$ cat config.mk
export PLATFORM = sky130hd
export DESIGN_NAME = issue_scheduler_flat
export DESIGN_NICKNAME = d
export VERILOG_FILES = /design/src/rtl/issue_scheduler_if.sv /design/src/rtl/issue_scheduler.sv /design/src/flat_wrapper.sv
export SDC_FILE = /design/constraint.sdc
export NUM_CORES = 1
export LEC_CHECK = 0
export CAP_MARGIN = 20
export CORE_ASPECT_RATIO = 2
export CORE_MARGIN = 2
export CORE_UTILIZATION = 58
export CTS_BUF_LIST = sky130_fd_sc_hd__clkbuf_8 sky130_fd_sc_hd__clkbuf_16
export DETAILED_ROUTE_END_ITERATION = 6
export PLACE_DENSITY = 0.84
export SLEW_MARGIN = 20
export SYNTH_ARGS = -nofsm -noshare
export SYNTH_HDL_FRONTEND = slang
export SYNTH_SLANG_ARGS = --single-unit
$ cat constraint.sdc
create_clock -name clk -period 26.3 [get_ports clk]
set_input_delay 5.26 -clock clk [delete_from_list [all_inputs] [get_ports clk]]
set_output_delay 5.26 -clock clk [all_outputs]
set_load 0.01 [all_outputs]
$ cat src/rtl/issue_scheduler_if.sv
// Issue-scheduler bundle: buffer-side entry status in, per-class issue strobes and the memory port out.
// Carries no state; all timing is defined by the scheduler that drives the "master" side.
// No backpressure on issue strobes; the memory port completes on any cycle with mem_req & mem_ack.
//
// Ports: ready/unit/tag/flush/mem_ack flow into the scheduler; the alu_*, br_*, issued_onehot,
// mem_req/mem_index/mem_kill and mem_done/mem_done_index signals flow out of it.
interface issue_scheduler_if #(
  parameter int BUF_SIZE     = 16,
  parameter int BUF_SIZE_LOG = 4
);
  logic [BUF_SIZE-1:0]                   ready;
  logic [BUF_SIZE-1:0][1:0]              unit;
  logic [BUF_SIZE-1:0][BUF_SIZE_LOG:0]   tag;
  logic                                  flush;

  logic                                  alu_issue;
  logic [BUF_SIZE_LOG-1:0]               alu_index;
  logic                                  br_issue;
  logic [BUF_SIZE_LOG-1:0]               br_index;
  logic [BUF_SIZE-1:0]                   issued_onehot;

  logic                                  mem_req;
  logic [BUF_SIZE_LOG-1:0]               mem_index;
  logic                                  mem_kill;
  logic                                  mem_ack;
  logic                                  mem_done;
  logic [BUF_SIZE_LOG-1:0]               mem_done_index;

  // Scheduler side.
  modport master (
    input  ready, unit, tag, flush, mem_ack,
    output alu_issue, alu_index, br_issue, br_index, issued_onehot,
           mem_req, mem_index, mem_kill, mem_done, mem_done_index
  );

  // Entry buffer / execution / memory side.
  modport slave (
    output ready, unit, tag, flush, mem_ack,
    input  alu_issue, alu_index, br_issue, br_index, issued_onehot,
           mem_req, mem_index, mem_kill, mem_done, mem_done_index
  );
endinterface

$ cat src/rtl/issue_scheduler.sv
// Out-of-order issue scheduler: oldest-ready pick per class (ALU, BRANCH, memory) plus memory-port FSM.
// Latency: one cycle, inputs sampled at edge N drive registered outputs from N+1.
// Backpressure: ALU/BRANCH never stall; memory holds mem_req until mem_ack, one op per ack.
//
// Ports: clk, rst_n (async active-low); bus (issue_scheduler_if.master) carries entry status in
// and issue strobes, issued_onehot and the memory req/ack/kill/done signals out.
module issue_scheduler #(
  parameter int BUF_SIZE     = 16,
  parameter int BUF_SIZE_LOG = 4
) (
  input  logic                 clk,
  input  logic                 rst_n,
  issue_scheduler_if.master    bus
);

  localparam logic [1:0] U_ALU = 2'd0;
  localparam logic [1:0] U_BR  = 2'd1;

  typedef enum logic [1:0] {
    MEM_IDLE  = 2'd0,
    MEM_BUSY  = 2'd1,
    MEM_DRAIN = 2'd2
  } mem_state_e;

  mem_state_e state_q, state_d;

  logic                    alu_issue_q, alu_issue_d;
  logic [BUF_SIZE_LOG-1:0] alu_index_q, alu_index_d;
  logic                    br_issue_q, br_issue_d;
  logic [BUF_SIZE_LOG-1:0] br_index_q, br_index_d;
  // skip_q is the issued_onehot currently on the bus; it masks entries whose
  // buffer state has not caught up with the issue yet.
  logic [BUF_SIZE-1:0]     skip_q, skip_d;
  logic                    mem_req_q, mem_req_d;
  logic [BUF_SIZE_LOG-1:0] mem_index_q, mem_index_d;
  logic                    mem_kill_q, mem_kill_d;
  logic                    mem_done_q, mem_done_d;
  logic [BUF_SIZE_LOG-1:0] mem_done_index_q, mem_done_index_d;

  logic [BUF_SIZE-1:0]     cand;
  logic                    alu_found, br_found, mem_found;
  logic [BUF_SIZE_LOG-1:0] alu_win, br_win, mem_win;
  logic [BUF_SIZE_LOG:0]   alu_tag, br_tag, mem_tag;
  logic                    mem_issue;

  assign cand = bus.ready & ~skip_q;

  // Oldest-first selection. Scanning upward with a strict '>' keeps the
  // lowest index on a tag tie.
  always_comb begin
    alu_found = 1'b0; alu_win = '0; alu_tag = '0;
    br_found  = 1'b0; br_win  = '0; br_tag  = '0;
    mem_found = 1'b0; mem_win = '0; mem_tag = '0;
    for (int i = 0; i < BUF_SIZE; i++) begin
      if (cand[i]) begin
        if (bus.unit[i] == U_ALU) begin
          if (!alu_found || bus.tag[i] > alu_tag) begin
            alu_found = 1'b1;
            alu_win   = BUF_SIZE_LOG'(i);
            alu_tag   = bus.tag[i];
          end
        end else if (bus.unit[i] == U_BR) begin
          if (!br_found || bus.tag[i] > br_tag) begin
            br_found = 1'b1;
            br_win   = BUF_SIZE_LOG'(i);
            br_tag   = bus.tag[i];
          end
        end else begin
          // LOAD and STORE share the memory class.
          if (!mem_found || bus.tag[i] > mem_tag) begin
            mem_found = 1'b1;
            mem_win   = BUF_SIZE_LOG'(i);
            mem_tag   = bus.tag[i];
          end
        end
      end
    end
  end

  // Memory FSM: next state.
  always_comb begin
    state_d = state_q;
    case (state_q)
      MEM_IDLE: begin
        if (mem_found && !bus.flush) state_d = MEM_BUSY;
      end
      MEM_BUSY: begin
        if (bus.flush)        state_d = bus.mem_ack ? MEM_IDLE : MEM_DRAIN;
        else if (bus.mem_ack) state_d = mem_found ? MEM_BUSY : MEM_IDLE;
      end
      MEM_DRAIN: begin
        if (bus.mem_ack) state_d = MEM_IDLE;
      end
      default: state_d = MEM_IDLE;
    endcase
  end

  // Memory FSM: registered port outputs.
  always_comb begin
    mem_req_d        = 1'b0;
    mem_index_d      = mem_index_q;
    mem_kill_d       = 1'b0;
    mem_done_d       = 1'b0;
    mem_done_index_d = mem_done_index_q;
    mem_issue        = 1'b0;
    case (state_q)
      MEM_IDLE: begin
        if (mem_found && !bus.flush) begin
          mem_req_d   = 1'b1;
          mem_index_d = mem_win;
          mem_issue   = 1'b1;
        end
      end
      MEM_BUSY: begin
        if (bus.flush) begin
          // Flush with a simultaneous ack simply drops the result.
          if (!bus.mem_ack) begin
            mem_req_d  = 1'b1;
            mem_kill_d = 1'b1;
          end
        end else if (bus.mem_ack) begin
          mem_done_d       = 1'b1;
          mem_done_index_d = mem_index_q;
          if (mem_found) begin
            mem_req_d   = 1'b1;
            mem_index_d = mem_win;
            mem_issue   = 1'b1;
          end
        end else begin
          mem_req_d = 1'b1;
        end
      end
      MEM_DRAIN: begin
        if (!bus.mem_ack) begin
          mem_req_d  = 1'b1;
          mem_kill_d = 1'b1;
        end
      end
      default: ;
    endcase
  end

  // ALU/BRANCH strobes and the issued mask.
  always_comb begin
    alu_issue_d = alu_found & ~bus.flush;
    alu_index_d = alu_found ? alu_win : alu_index_q;
    br_issue_d  = br_found & ~bus.flush;
    br_index_d  = br_found ? br_win : br_index_q;
    skip_d      = '0;
    if (!bus.flush) begin
      if (alu_found) skip_d[alu_win] = 1'b1;
      if (br_found)  skip_d[br_win]  = 1'b1;
      if (mem_issue) skip_d[mem_win] = 1'b1;
    end
  end

  always_ff @(posedge clk or negedge rst_n) begin
    if (!rst_n) begin
      state_q          <= MEM_IDLE;
      alu_issue_q      <= 1'b0;
      alu_index_q      <= '0;
      br_issue_q       <= 1'b0;
      br_index_q       <= '0;
      skip_q           <= '0;
      mem_req_q        <= 1'b0;
      mem_index_q      <= '0;
      mem_kill_q       <= 1'b0;
      mem_done_q       <= 1'b0;
      mem_done_index_q <= '0;
    end else begin
      state_q          <= state_d;
      alu_issue_q      <= alu_issue_d;
      alu_index_q      <= alu_index_d;
      br_issue_q       <= br_issue_d;
      br_index_q       <= br_index_d;
      skip_q           <= skip_d;
      mem_req_q        <= mem_req_d;
      mem_index_q      <= mem_index_d;
      mem_kill_q       <= mem_kill_d;
      mem_done_q       <= mem_done_d;
      mem_done_index_q <= mem_done_index_d;
    end
  end

  assign bus.alu_issue      = alu_issue_q;
  assign bus.alu_index      = alu_index_q;
  assign bus.br_issue       = br_issue_q;
  assign bus.br_index       = br_index_q;
  assign bus.issued_onehot  = skip_q;
  assign bus.mem_req        = mem_req_q;
  assign bus.mem_index      = mem_index_q;
  assign bus.mem_kill       = mem_kill_q;
  assign bus.mem_done       = mem_done_q;
  assign bus.mem_done_index = mem_done_index_q;

endmodule

$ cat src/flat_wrapper.sv
// flat-port wrapper written by rule: the top's interface ports become plain ports
module issue_scheduler_flat 
#(
  parameter int BUF_SIZE     = 16,
  parameter int BUF_SIZE_LOG = 4
)
  (clk, rst_n, bus_ready, bus_unit, bus_tag, bus_flush, bus_mem_ack, bus_alu_issue, bus_alu_index, bus_br_issue, bus_br_index, bus_issued_onehot, bus_mem_req, bus_mem_index, bus_mem_kill, bus_mem_done, bus_mem_done_index);
  issue_scheduler_if #(.BUF_SIZE(BUF_SIZE), .BUF_SIZE_LOG(BUF_SIZE_LOG)) bus_i ();
  input  logic clk;
  input  logic rst_n;
  input wire logic [$bits(bus_i.ready)-1:0] bus_ready;
  input wire logic [$bits(bus_i.unit)-1:0] bus_unit;
  input wire logic [$bits(bus_i.tag)-1:0] bus_tag;
  input wire logic [$bits(bus_i.flush)-1:0] bus_flush;
  input wire logic [$bits(bus_i.mem_ack)-1:0] bus_mem_ack;
  output wire logic [$bits(bus_i.alu_issue)-1:0] bus_alu_issue;
  output wire logic [$bits(bus_i.alu_index)-1:0] bus_alu_index;
  output wire logic [$bits(bus_i.br_issue)-1:0] bus_br_issue;
  output wire logic [$bits(bus_i.br_index)-1:0] bus_br_index;
  output wire logic [$bits(bus_i.issued_onehot)-1:0] bus_issued_onehot;
  output wire logic [$bits(bus_i.mem_req)-1:0] bus_mem_req;
  output wire logic [$bits(bus_i.mem_index)-1:0] bus_mem_index;
  output wire logic [$bits(bus_i.mem_kill)-1:0] bus_mem_kill;
  output wire logic [$bits(bus_i.mem_done)-1:0] bus_mem_done;
  output wire logic [$bits(bus_i.mem_done_index)-1:0] bus_mem_done_index;
  assign bus_i.ready = bus_ready;
  assign bus_i.unit = bus_unit;
  assign bus_i.tag = bus_tag;
  assign bus_i.flush = bus_flush;
  assign bus_i.mem_ack = bus_mem_ack;
  assign bus_alu_issue = bus_i.alu_issue;
  assign bus_alu_index = bus_i.alu_index;
  assign bus_br_issue = bus_i.br_issue;
  assign bus_br_index = bus_i.br_index;
  assign bus_issued_onehot = bus_i.issued_onehot;
  assign bus_mem_req = bus_i.mem_req;
  assign bus_mem_index = bus_i.mem_index;
  assign bus_mem_kill = bus_i.mem_kill;
  assign bus_mem_done = bus_i.mem_done;
  assign bus_mem_done_index = bus_i.mem_done_index;
  issue_scheduler #(.BUF_SIZE(BUF_SIZE), .BUF_SIZE_LOG(BUF_SIZE_LOG)) u_core (.clk(clk), .rst_n(rst_n), .bus(bus_i));
endmodule
==> results summary, run 1 <==
The initial utilization of the core area, before any placement, comes to 58.80%. The combined area of all synthesized cells is 12640 um^2. The count of clock tree sinks came out at 39. At the end of routability-driven placement, the weighted congestion stood at 1.157. The distinct cell type count of the synthesized netlist came out at 90. The tool reported: "[ERROR GRT-0116] Global routing finished with congestion. Check the congestion regions in the DRC Viewer". The cell area after placement came out at about 19000 um^2.

The number of synthesized flops with an enable pin is 0. Buffers inserted to repair hold after CTS numbered 0. The number of H-tree levels came out at 2. The height of the die is 212.7 um.

The number of global-route vias before repair is between 20000 and 30000. The first global-routing pass estimated around 170 mm of wire. Yosys attributes the largest share of cell area to ha_1, dfrtp_1, nor2_1, a21oi_1, nand2_1. The net count after synthesis came out at 2078. The total track usage came out at 94.96%. The clock buffer count from CTS came out at 5. The largest total area in the synthesized netlist belongs to ha_1. The number of cells after detailed placement came out at 2563.

The count of buffers from port buffering is ~170. The run ended at global routing (5_1_grt). Summing the sequential cell areas from Yosys gives 7.724% of the chip area.

After technology mapping, the gate count stands at 1717. The run stopped with a tool error. The total half-perimeter wirelength after legalization and detailed placement is around 54 mm. After synthesis, the share of flip-flops with an asynchronous set or reset is 100.0%. The maximum buffer depth of the clock tree came out at 2. The top cell type's share of synthesized area came out at 22.68%. Pin placement for this block handled roughly 170 I/O pins. The number of rows in the core area came out at 76. Measured along the x axis, the die boundary spans 108.4 um.

The number of register bits inferred by synthesis came out at 39. Global routing finished with a remaining overflow of between 1500 and 2000. The number of synthesis warnings is 0.

Averaged over all synthesized cells, the footprint is 7.359 um^2. The clock root buffer is clkbuf_16. In the synthesized netlist the dominant register cell turns out to be dfrtp_1. The maximum number of pins on one net before global-route repair is 40.
## synthesized netlist by cell type, types with 11 or more instances
cell type / instances
clkbuf_1: 38
nand2_1: 137
ha_1: 229
o22ai_1: 31
o21a_1: 47
a21o_1: 24
a21oi_1: 112
a22o_1: 14
nand2b_1: 18
o21ai_1: 15
nand3b_1: 22
a211oi_1: 24
buf_2: 11
o211ai_1: 47
mux2i_1: 24
and2_1: 26
o21ai_0: 74
nor3_1: 41
a211o_1: 13
dfrtp_1: 39
and3_1: 23
inv_1: 95
nor3b_1: 13
a31oi_1: 39
mux2_2: 33
nor2b_1: 39
nand4_1: 15
nand3_1: 58
o31ai_1: 39
nor2_1: 156
or2_2: 17
## stage by stage
stage                     worst slack (ns)  utilization, %  setup TNS [ns]
after floorplan                    -0.1114               -         -0.2415
after global placement              -2.200           87.03          -48.52
after detailed placement            -3.058           87.03          -73.38
after CTS                          -0.9757           96.80          -17.48
## logic make-up after synthesis
| family | after synthesis | share of synthesized area, % |
|---|---|---|
| and+or+nand+nor | 656 | 28.13 |
| DFF | 39 | 7.724 |
| buffers and inverters | 146 | 4.565 |
| AOI/OAI and AO/OA | 590 | 32.06 |
| adders and majority gates | 229 | 22.68 |
| muxes | 57 | 4.842 |
## repair_timing
item | in CTS
setup endpoints to repair | 28
pin swaps | 138
buffers inserted | 108
gates cloned | 3
resized for setup | 232
## layer usage
| layer | GRT overflow | GRT usage [%] |
|---|---|---|
| met2 | 1169 | 124.1 |
| met5 | 5 | 21.66 |
| met1 | 19 | 83.66 |
| met4 | 413 | 112.8 |
| met3 | 23 | 69.66 |
==> inputs of run 2 (changes only) <==
CORE_ASPECT_RATIO = default   (was 2)
CORE_UTILIZATION = 40   (was 58)
CTS_BUF_LIST = default   (was sky130_fd_sc_hd__clkbuf_8 sky130_fd_sc_hd__clkbuf_16)
PLACE_DENSITY = default   (was 0.84)
PLACE_DENSITY_LB_ADDON = 0.15   (was default)
==> run 2 against run 1 <==
Net effect:
- the flow now finishes, with violations (negative setup slack)
- synthesized cell count stayed put
- synthesized area stayed put
==> results summary, run 2 <==
The detail-routed net length per standard cell came out at between 20 and 25 um. The count of mapped cells out of synthesis is 1717 (unchanged). The multiplexer area fraction after synthesis came out at 4.842% (unchanged).

The register with the most flip-flops in the layout has 16 of them. In the layout the commonest cells are buf_4, ha_1, clkdlybuf4s50_1. The global routing stage identified its most utilized layer as met2. The total core area came out at 31310 um^2.

The number of rows in the core area came out at 65 (-14%). The commonest cells after synthesis are ha_1, nor2_1, nand2_1, a21oi_1, inv_1. The number of design rule violations left after detail routing came out at 0. The maximum buffer depth of the clock tree was 2 (unchanged). The number of inserted diodes came out at 0.

The maximum vdd drop is 0.00006314 V. The initial antenna violation count came out at 0. The horizontal die dimension is 181.7 um (+68%).

The worst hold path begins at u_core.bus.br_index[0]$_DFFE_PN0P_. Entering global routing, the biggest net connects 40 pins. The worst setup slack after placement is -2.427 ns (+0.6312 ns). The combined area of all synthesized cells is 12640 um^2 (unchanged). ha_1 is the most common cell in the netlist. The share of total power dissipated in combinational logic is 92.2%.

The cell at the slowest stage of the critical path is a221o_1. Once layout is complete, the cells apart from fillers number 2841. The path with the worst hold slack has its endpoint at u_core.bus.br_index[0]$_DFFE_PN0P_.

The kind of path behind the tightest hold check is reg2reg. Cells with a size suffix above 1 make up 46.13% of the layout. Headroom to the max-slew limit came out at 24.29%. The top cell type's share of synthesized area came out at 22.68% (unchanged). The number of H-tree levels is 2 (unchanged). The clock buffer count from CTS is 5 (unchanged). The cts-stage hold buffer count is 0 (unchanged).

The largest single stage delay on the critical path is 0.37 ns. The sequential share of the synthesized area came to 7.724% (unchanged). The type of the setup path with the least slack is in2reg.

The distinct cell type count of the synthesized netlist came out at 90 (unchanged). The critical path endpoint category is a flop. The final weighted congestion of routability-driven global placement came out at 0.9981 (-14%).

The total half-perimeter wirelength after legalization and detailed placement came to 49.16 mm (-8.6%). The largest fanout of any net on the critical path is 7. Based on the critical path, the design can be clocked at up to 0.03685 GHz. The first global-routing pass estimated a little over 90 mm of wire. The worst clock skew on the final layout is 0.006473 ns. Registers are responsible for 4.6% of the overall power. The post-route antenna net violation count came out at 0. The total power of the final layout came out at 0.002289 W.

The required time of the critical path came out at 26.48 ns. The top-level port count came out at 169 (unchanged). In this run the clock root is driven by a clkbuf_16.

The number of nets in the finished design came out at between 2000 and 3000. The ratio of routed vias to standard cells is 6.249. The setup violation total in the final timing report is 24.

Summed over all cells, the static leakage comes to 9.987 nW. The height of the die is 181.7 um (-15%). The number of synthesized flops with an enable pin came out at 0 (unchanged). Power spread over the standard cell area amounts to 101.3 nW/um^2.

Setup repair after global routing could not meet its margin everywhere. The critical path launch point type is a primary input. The count of buffers from port buffering is 168 (unchanged). The dominant combinational cell family by area after synthesis is compound AO/OA/AOI/OAI gates. Internal power comes to 0.001212 W. The register-to-register setup slack is 3.74 ns. The switching part of the total is 47.04%. The count of buffering cells on the critical path with inverters included is 11.

The first TritonRoute pass finished after 7 iterations. The starting utilization of the core area is 40.36% (-18 points). Summed over all nets, the switching power comes to 0.001077 W.

The synthesized-area fraction occupied by ao, oa, aoi and oai cells came to 32.06% (unchanged). Dividing the final minimum period by the clock period gives 103.2%. The worst register-to-register path ends at u_core.bus.issued_onehot[9]$_DFF_PN0_. The proportion of register bits with asynchronous set or reset after synthesis is 100.0% (unchanged). The number of global-route vias before repair is 16750. Leaving out fill and tap cells, the most frequent cell in the layout is buf_4. The data arrival time at the worst-slack endpoint is between 20 and 30 ns. The via count came out at between 15000 and 20000. Clock latency on the worst-skew pair, taken at its later pin, is approximately 0.29 ns. The clock-pin slew on the worst setup and hold paths came out at 0.06 ns. Across all hold checks on the routed design, the worst slack comes to 0.4809 ns.

For this run the aggregate overflow at the end of global routing stands at 0. The number of cells after detailed placement came out at 2679 (+4.5%). The cell depth of the worst hold path came out at 1. The actual slew at the worst max-slew pin came out at 1.120 ns. The adder and majority cell fraction of the synthesized area came out at 22.68% (unchanged). The number of violations of the max-capacitance limit came out at 0.

The max-slew violation total from the final report came out at 0. The fraction of power consumed by the clock network came out at 3.1%. The flow ran to the end, but the final reports show violations. The final number of hold-violating endpoints was 0. The simple-gate area share of the yosys netlist is 28.13% (unchanged).

The post-route worst setup slack came out at -0.8356 ns. The cell type group with the largest total delay on the critical path is compound AO/OA/AOI/OAI gates. The number of cells on the worst reg-to-reg path came out at roughly 110. The biggest area contributor in the post-synthesis netlist is ha_1. Global routing used a little under three fifths of the available met2 tracks. By area the synthesized netlist is led by ha_1, dfrtp_1, nor2_1, a21oi_1, nand2_1. The mean area per synthesized cell came out at 7.359 um^2 (unchanged). The routing usage on met3 came out at under 10%. For this block, the routed nets add up to 64.69 mm of wire.

The critical path depth in cells came out at 113. For this run, the leading register cell type out of synthesis is dfrtp_1. The number of synthesis warnings came out at 0 (unchanged). The number of register bits inferred by synthesis is 39 (unchanged). Compared with the post-synthesis result, the final layout area differs by 78.79%.

The final critical delay including setup and external delays came out at 27.14 ns. The net count after synthesis is 2078 (unchanged). The worst register-to-register path begins at u_core.bus.issued_onehot[0]$_DFF_PN0_. The floorplan step defined a die boundary enclosing approximately 33000 um^2.

The post-synthesis share of cell area spent on xor and xnor gates came to 0% (unchanged). TritonCTS built the clock tree. The total track usage is 35.17%. The count of clock tree sinks came out at 39 (unchanged). The met1 track utilization from global routing is between 40% and 50%. The DRC violation total after the first TritonRoute iteration came out at 1723. The checks that failed: negative setup slack.
==> run 2: cell counts after synthesis <==
Identical to the previous run, type by type.
==> run 2: worst max path at each step <==
stage	start	to	slack, ns
finish	bus_ready[0]	u_core.bus.issued_onehot[9]$_DFF_PN0_	-0.84
global route	bus_unit[1]	u_core.bus.issued_onehot[1]$_DFF_PN0_	-1.63
CTS	bus_ready[0]	u_core.bus.issued_onehot[9]$_DFF_PN0_	-0.60
detailed placement	bus_unit[1]	u_core.bus.issued_onehot[9]$_DFF_PN0_	-2.43
global placement	bus_unit[1]	u_core.bus.issued_onehot[9]$_DFF_PN0_	-2.22
floorplan	bus_unit[1]	u_core.bus.issued_onehot[7]$_DFF_PN0_	-0.11
==> run 2: area by class of cell <==
type                    count  area [um^2]
multi-input cells        1535        14210
well taps                 402        503.0
inverters                  95        356.6
clock buffers               5        125.1
fillers                  2361         8720
repair buffers            762         6375
clock inverters             3        43.79
flip-flops and latches     39        975.9
==> run 2: worst register-to-register path, delay by kind of cell, from the launching register on <==
kind | cells | cell delay (ns)
muxes | 7 | 1.90
buffers and inverters | 9 | 1.06
and+or+nand+nor | 26 | 4.43
AOI/OAI and AO/OA | 54 | 10.45
adders and majority gates | 15 | 4.11
DFF | 1 | 0.46
==> run 2: cells by family (layout without fill, tap and decap cells) <==
logic type | count (synthesis) | after routing
AOI/OAI and AO/OA | 590 | 592
adders and majority gates | 229 | 229
buffers and inverters | 146 | 865
DFF | 39 | 39
muxes | 57 | 57
and+or+nand+nor | 656 | 657
==> run 2: routing by layer <==
metal  part of all wire [%]  vias to the layer above
met1                     41                     8410
met5                      0                        -
met2                     45                     1034
met4                    5.2                        0
li1                       -                     8068
met3                    9.3                      242
==> run 2: repair_timing <==
action / CTS / global route
gates cloned: 2 / 4
pin swaps: 118 / 250
endpoints found under the setup margin: 28 / 28
buffers inserted: 62 / 91
resized for setup: 149 / 362
==> run 2: power groups by stage <==
stage / Combinational (W) / Clock (W) / Sequential (W)
2_1_floorplan: 0.000918 / 0 / 0.000109
3_3_place_gp: 0.00155 / 0 / 0.000105
3_5_place_dp: 0.00158 / 0 / 0.000105
4_1_cts: 0.00175 / 0.0000720 / 0.000106
5_1_grt: 0.00225 / 0.0000744 / 0.000108
6_report: 0.00211 / 0.0000716 / 0.000106
==> run 2: per-stage QoR <==
stage          utilization [%]  TNS (ns)  instance area, um^2
2_1_floorplan                -   -0.2415                13740
3_3_place_gp             60.00    -46.57                18790
3_5_place_dp             60.00    -54.66                18790
4_1_cts                  64.21    -8.841                20100
5_1_grt                  72.15    -37.62                22590
6_report                 72.15    -15.13                22590
(Power assumes the default switching activity.)
==> inputs of run 3 (changes only) <==
CTS_BUF_LIST = sky130_fd_sc_hd__clkbuf_4 sky130_fd_sc_hd__clkbuf_8 sky130_fd_sc_hd__clkbuf_16   (was default)
clock period = 24.4 ns   (was 26.3 ns; I/O delays follow)
==> run 3 against run 2 <==
Net effect:
- worst setup slack got worse by 1.4 ns
- utilization increased by 3.0 points
- the flow still finishes with violations (negative setup slack)
- largest cell class unchanged
- clock skew decreased by 0.0031 ns
- first-iteration DRC count decreased by 28%
- largest power group unchanged
- highest routed layer unchanged
- worst hold slack improved by 0.013 ns
==> results summary, run 3 (synthesis results as in run 2) <==
The flow ran to the end, but the final reports show violations. The checks that failed: negative setup slack. The fraction of layout cells with a size suffix above 1 came out at 49.23% (+3.1 points). The final number of hold-violating endpoints is 0 (unchanged).

The worst setup path is of the in2reg kind. Setup repair after global routing could not meet its margin everywhere. The required time of the critical path came out at 24.63 ns (-1.85 ns). The number of violations of the max-capacitance limit came out at 0 (unchanged). The top-level port count is 169 (unchanged). The setup violation total in the final timing report is 28 (+17%).

The ratio of routed vias to standard cells is 6.234 (-0.25%). Compared with the post-synthesis result, the final layout area differs by 86.26%. The clock buffer count from CTS is 5 (unchanged). The DRC violation total after the first TritonRoute iteration is 1238 (-28%).

The final instance count without filler cells is 2920 (+2.8%). The starting utilization of the core area came out at 40.36% (unchanged). Clock tree synthesis selected as its root buffer the cell clkbuf_16. The maximum cell stage delay along the critical path came to 0.38 ns (about the same). The TritonCTS clock tree is done.

The number of nets in the finished design came out at 2877 (+2.8%). The final core utilization came out at 75.16% (+3.0 points). The final weighted congestion of routability-driven global placement is 1.002 (+0.36%). The flip-flop count of the largest register after layout is 16 (unchanged). The wire length of the first global-routing pass came to 98.49 mm (+7.2%).

The clock latency at the later pin of the worst-skew pair came out at 0.29 ns (about the same). The number of H-tree levels is 2 (unchanged). The detail-routed net length per standard cell is 23.11 um (+1.5%). The total core area is 31310 um^2 (unchanged). The library cell used most frequently in the layout, excluding fill and tap cells, is buf_4.

The final wirelength is 67.48 mm (+4.3%). The maximum number of pins on one net before global-route repair was 40 (unchanged). Subtracting the final worst setup slack from the clock period gives about 27 ns. The actual slew at the worst max-slew pin was 1.013 ns (-0.1072 ns). The number of design rule violations left after detail routing came out at 0 (unchanged). The count of buffers from port buffering came out at 168 (unchanged). The maximum vdd drop came out at 0.00007895 V (+25%). The total congestion overflow after global routing is 0 (unchanged). The initial antenna violation count was 1 (+1).

The number of inserted filler cells in the final layout came out at 2323 (-1.6%). The worst hold margin is 0.4942 ns (+0.01326 ns). STA classifies the critical path endpoint as a flop.

The cell at the slowest stage of the critical path is a221o_1. The relative slew slack came to 31.92% (+7.6 points). The post-route worst setup slack is -2.200 ns (-1.365 ns). The horizontal die dimension is 181.7 um (unchanged). The total die area came out at 33030 um^2 (unchanged). The largest fanout of any net on the critical path came out at 8 (+1). The maximum buffer depth of the clock tree came out at 2 (unchanged). The first-pass iteration count of the detailed router is 6 (-1). The areal power density over the cells came out at 106.3 nW/um^2 (+4.9%). The worst hold path belongs to the class reg2reg. Leaving out fill and tap cells, the most frequent cells in the layout are buf_4, clkdlybuf4s50_1, ha_1. The data arrival time at the worst-slack endpoint came out at 26.83 ns (-0.49 ns). The number of rows in the core area is 65 (unchanged).

The clock-pin slew on the worst setup and hold paths came out at 0.06 ns (about the same). The via count is 18200 (+2.5%). The height of the die is 181.7 um (unchanged). The most common cell type on the critical path is buf_6. The post-route antenna net violation count is 0 (unchanged). Based on the critical path, the design can be clocked at up to 0.03759 GHz. The leakage power figure came out at 10.41 nW (+4.2%). The part of the cycle the worst path needs came out at 109.0%. The worst setup path is launched from a primary input.

The number of cells after detailed placement came out at 2711 (+1.2%). The count of clock tree sinks is 39 (unchanged). The number of global-route vias before repair came out at 17590 (+5.0%). The total half-perimeter wirelength after legalization and detailed placement was 51.28 mm (+4.3%). The max-slew violation total from the final report came out at 0 (unchanged). The total track usage is 37.83% (+2.7 points).

The worst clock skew on the final layout came out at 0.003394 ns (-0.003079 ns).
run 3: cell count changes in the layout (fill, tap and decap cells not counted), moves of 5 or more:
cell	before	now
buf_4	539	613
ha_1	161	147
ha_4	62	76
nand2_1	119	106
nor2b_1	24	33
nor2b_4	13	5
mux2_2	18	11
mux2_4	15	22
nand2_2	13	20
nand2_4	5	11
mux2i_4	0	5
run 3: worst max-delay path: cells and delay by family:
family,cells,cell delay (ns)
buffers and inverters,18,2.34
AND/OR/NAND/NOR,25,3.60
adder cells (fa/ha/maj),15,3.72
AO/OA/AOI/OAI,57,10.74
multiplexers,5,1.47
run 3: path summary, 6_finish.rpt:
| path | depth (start not counted) | to | slack [ns] | startpoint |
|---|---|---|---|---|
| setup / recovery | 120 | u_core.bus.issued_onehot[2]$_DFF_PN0_ | -2.20 | bus_ready[0] |
| hold / removal | 1 | u_core.bus.alu_index[2]$_DFFE_PN0N_ | 0.49 | u_core.bus.alu_index[2]$_DFFE_PN0N_ |
| setup reg to reg | 118 | u_core.bus.issued_onehot[2]$_DFF_PN0_ | 2.01 | u_core.bus.issued_onehot[0]$_DFF_PN0_ |
| hold reg to reg | 1 | u_core.bus.alu_index[2]$_DFFE_PN0N_ | 0.49 | u_core.bus.alu_index[2]$_DFFE_PN0N_ |
| max in group asynchronous | 1 | u_core.bus.br_index[3]$_DFFE_PN0P_ | 19.10 | rst_n |
| min in group asynchronous | 1 | u_core.state_q[1]$_DFFE_PN0P_ | 4.74 | rst_n |
run 3: report_power, final:
group          switching, W  internal (W)
clock             0.0000269     0.0000482
combinational       0.00112       0.00119
sequential        0.0000240     0.0000902
total               0.00117       0.00133
run 3: per-stage QoR:
step	cell area [um^2]	power [W]	TNS [ns]	setup WS [ns]
after floorplan	13870	0.001115	-34.80	-1.630
after global placement	19170	0.001821	-90.57	-3.836
after detailed placement	19170	0.001849	-97.33	-3.976
after CTS	21390	0.002162	-53.19	-2.288
after global routing	23530	0.002660	-78.17	-3.043
final	23540	0.002502	-53.97	-2.200
run 3: timing repair:
item                                    4_1_cts  5_1_grt
setup buffers                               132       64
hold buffers                                  0        0
gates resized for setup                     236      300
endpoints found under the setup margin       28       28
cloned                                        5        0
pin swaps                                   181      186
run 3: final cells by class:
class | count | area [um^2] | share of cell area [%]
diodes | 1 | 2.502 | 0.01063
clock buffers | 5 | 125.1 | 0.5316
clock inverters | 3 | 43.79 | 0.1861
inverters | 95 | 356.6 | 1.515
multi-input cells | 1535 | 14510 | 61.67
flip-flops and latches | 39 | 975.9 | 4.147
well taps | 402 | 503.0 | 2.137
repair buffers | 840 | 7014 | 29.80
run 3: metal layers:
| metal | global-route usage, % | vias up | wire length, um |
|---|---|---|---|
| met3 | 4.513 | 243 | 5179 |
| met2 | 62.41 | 932 | 30530 |
| met5 | 0 | - | 0 |
| li1 | - | 8251 | - |
| met4 | 16.07 | 0 | 3565 |
| met1 | 49.89 | 8776 | 28210 |
==> inputs of run 4 (changes only) <==
CORE_MARGIN = default   (was 2)
CTS_CLUSTER_DIAMETER = 30   (was default)
==> run 4 against run 3 <==
Net effect:
- the run ends with design-rule violations, negative setup slack left
- maximum frequency shrank 0.83%
- cell area down 3.9%
- final cell count fell by 2.2%
- via count down 2.8%
- worst setup slack lost 0.22 ns
- critical endpoint is now u_core.bus.issued_onehot[6]$_DFF_PN0_
- combinational power shrank 3%
==> results summary, run 4 (synthesis results as in run 2) <==
The flow ran to the end, but the final reports show violations. The final reports fail on design-rule violations, negative setup slack. The ratio of routed vias to standard cells is 6.194 (-0.64%).

The total half-perimeter wirelength after legalization and detailed placement is 50.49 mm (-1.5%). The final critical delay including setup and external delays is 26.82 ns (+0.2235 ns). The number of H-tree levels came to 2 (unchanged). The achievable frequency is 0.03728 GHz (-0.83%). The DRC violation total after the first TritonRoute iteration was 1675 (+35%). The leakage power figure came out at 10.04 nW (-3.6%). The maximum cell stage delay along the critical path is 0.34 ns (-0.04 ns).

The maximum buffer depth of the clock tree came out at 2 (unchanged). The kind of path behind the tightest hold check is reg2reg. The post-route antenna net violation count is 0 (unchanged). Leaving out fill and tap cells, the most frequent cell in the layout is buf_4. By instance count, the cell type seen most on the critical path is buf_6. The maximum number of pins on one net before global-route repair is 40 (unchanged).

The initial antenna violation count came out at 1 (unchanged). STA classifies the critical path endpoint as a flop. The clock buffer count from CTS is 5 (unchanged). The via count came out at 17690 (-2.8%).

The combined flip-flop and latch cell area is 975.9 um^2 (unchanged). The cts-stage hold buffer count is 0 (unchanged). The count of buffers from port buffering came out at 168 (unchanged). The maximum vdd drop is 0.00007260 V (-8.0%). The wire length of the first global-routing pass is 94.21 mm (-4.4%). The total die area was 32300 um^2 (-2.2%). The first-pass iteration count of the detailed router is 7 (+1). The cell family contributing the most delay on the critical path is compound AO/OA/AOI/OAI gates. The top-level port count is 169 (unchanged).

The number of inserted diodes is 0 (-1). The internal power of the cells came out at 0.001282 W (-3.5%). The fraction of layout cells with a size suffix above 1 came out at 46.18% (-3.0 points).

STA classifies the critical path startpoint as a primary input. The total track usage is 36.73% (-1.1 points). The number of cells after detailed placement is 2719 (+0.30%). The post-synthesis to final-layout area growth is 78.97%. The post-route worst setup slack was -2.424 ns (-0.2235 ns).

The flip-flop count of the largest register after layout came out at 16 (unchanged). The detail-routed net length per standard cell was 22.71 um (-1.7%). The relative contribution of combinational cells to total power is 92.1% (-0.3 points). The data arrival time at the worst-slack endpoint came out at 27.06 ns (+0.23 ns). The final weighted congestion of routability-driven global placement came out at 1.021 (+1.9%).

The number of rows in the core area was 64 (-1.5%). The total negative setup slack came out at -59.02 ns (-5.046 ns). The number of global-route vias before repair is 16770 (-4.7%). The height of the die is 179.7 um (-1.1%). The critical path is of the in2reg type. The final wirelength is 64.86 mm (-3.9%). The total congestion overflow after global routing was 0 (unchanged). The actual slew at the worst max-slew pin came out at 1.091 ns (+0.07843 ns).

The areal power density over the cells is 108.1 nW/um^2 (+1.7%). The worst clock skew on the final layout is 0.008186 ns (+0.004792 ns). The count of buffering cells on the critical path with inverters included came out at 19 (+1). The multi-input combinational cell area came to 14090 um^2 (-2.9%). The library cells used most frequently in the layout, excluding fill and tap cells, are buf_4, ha_1, clkdlybuf4s50_1. The fraction of power consumed by the clock network is 3.2% (+0.2 points). Setup repair after global routing could not meet its margin everywhere. The max-slew violation total from the final report is 0 (unchanged). The number of nets in the finished design came out at 2820 (-2.0%). The number of violations of the max-capacitance limit was 0 (unchanged). The part of the cycle the worst path needs is 109.9% (+0.92 points). The number of inserted filler cells in the final layout came out at 2410 (+3.7%).

The cell sitting at the root of the clock tree is a clkbuf_16. The portion of total power attributed to sequential cells was 4.7% (about the same). The starting utilization of the core area is 40.99% (+0.63 points). The switching part of the total is 47.58% (+0.67 points). The setup violation total in the final timing report is 28 (unchanged).

The final instance count without filler cells is 2856 (-2.2%). The total core area is 30830 um^2 (-1.5%). TritonCTS built the clock tree. The count of clock tree sinks is 39 (unchanged).

The final number of hold-violating endpoints is 0 (unchanged). The net switching power came out at 0.001163 W (-0.91%). The clock latency at the later pin of the worst-skew pair was 0.29 ns (about the same).

The horizontal die dimension came to 179.7 um (-1.1%). The relative slew slack is 26.23% (-5.7 points). Among all stages on the critical path, the largest delay is contributed by o31a_1. The clock-pin slew on the worst setup and hold paths came out at 0.07 ns (about the same). The required time of the critical path came to 24.63 ns (about the same). The largest fanout of any net on the critical path came out at 8 (unchanged). The number of design rule violations left after detail routing came to 12 (+12).
-- run 4: worst paths after layout --
| check | start | endpoint | slack, ns | depth (start not counted) |
|---|---|---|---|---|
| max in group asynchronous | rst_n | u_core.bus.issued_onehot[13]$_DFF_PN0_ | 19.12 | 1 |
| min in group asynchronous | rst_n | u_core.bus.issued_onehot[15]$_DFF_PN0_ | 4.72 | 1 |
| setup reg to reg | u_core.bus.issued_onehot[0]$_DFF_PN0_ | u_core.bus.issued_onehot[6]$_DFF_PN0_ | 1.78 | 121 |
| setup / recovery | bus_ready[0] | u_core.bus.issued_onehot[6]$_DFF_PN0_ | -2.42 | 123 |
| hold / removal | u_core.bus.br_index[0]$_DFFE_PN0P_ | u_core.bus.br_index[0]$_DFFE_PN0P_ | 0.49 | 1 |
| hold reg to reg | u_core.bus.br_index[0]$_DFFE_PN0P_ | u_core.bus.br_index[0]$_DFFE_PN0P_ | 0.49 | 1 |
-- run 4: final cells by class --
class | count | area share [%]
Multi-Input combinational cell | 1535 | 62.32
Clock inverter | 3 | 0.2047
Timing Repair Buffer | 783 | 28.84
Sequential cell | 39 | 4.316
Inverter | 95 | 1.577
Tap cell | 396 | 2.191
Clock buffer | 5 | 0.5533
-- run 4: layer usage --
layer / up-vias / GRT usage (%) / wire, um
met4: 2 / 12.34 / 2767
met3: 206 / 5.409 / 5622
met5: - / 0 / 13
met2: 934 / 60.23 / 29120
li1: 8124 / - / -
met1: 8424 / 49.01 / 27340
-- run 4: power by group through the flow --
stage          logic (W)  clock network (W)  registers, W
2_1_floorplan   0.000998                  0      0.000117
3_3_place_gp     0.00171                  0      0.000116
3_5_place_dp     0.00174                  0      0.000115
4_1_cts          0.00188          0.0000785      0.000115
5_1_grt          0.00240          0.0000819      0.000118
6_report         0.00225          0.0000781      0.000116
-- run 4: worst reg2reg max path: cells and delay by family (launching register included) --
kind | cells | cell delay [ns]
compound gates | 61 | 11.11
fa+ha+maj | 15 | 4.07
buf+inv | 17 | 2.18
flops | 1 | 0.46
simple gates | 24 | 3.68
mux | 4 | 1.05
-- run 4: metrics by stage --
stage                     hold WS (ns)  utilization, %  setup WS (ns)  area (um^2)  total power, W
after floorplan                 0.5178               -         -1.630        13870        0.001115
after global routing            0.5251           73.35         -3.333        22610        0.002597
after CTS                       0.5022           65.77         -2.394        20280        0.002077
final                           0.4941           73.35         -2.424        22610        0.002445
after detailed placement        0.4797           62.40         -4.093        19240        0.001854
after global placement          0.4669           62.40         -3.726        19240        0.001822
-- run 4: repair_timing --
action / in CTS / in global routing
buffers inserted: 41 / 83
setup endpoints to repair: 28 / 28
gates resized for setup: 123 / 354
cloned: 2 / 5
pin swaps: 73 / 212
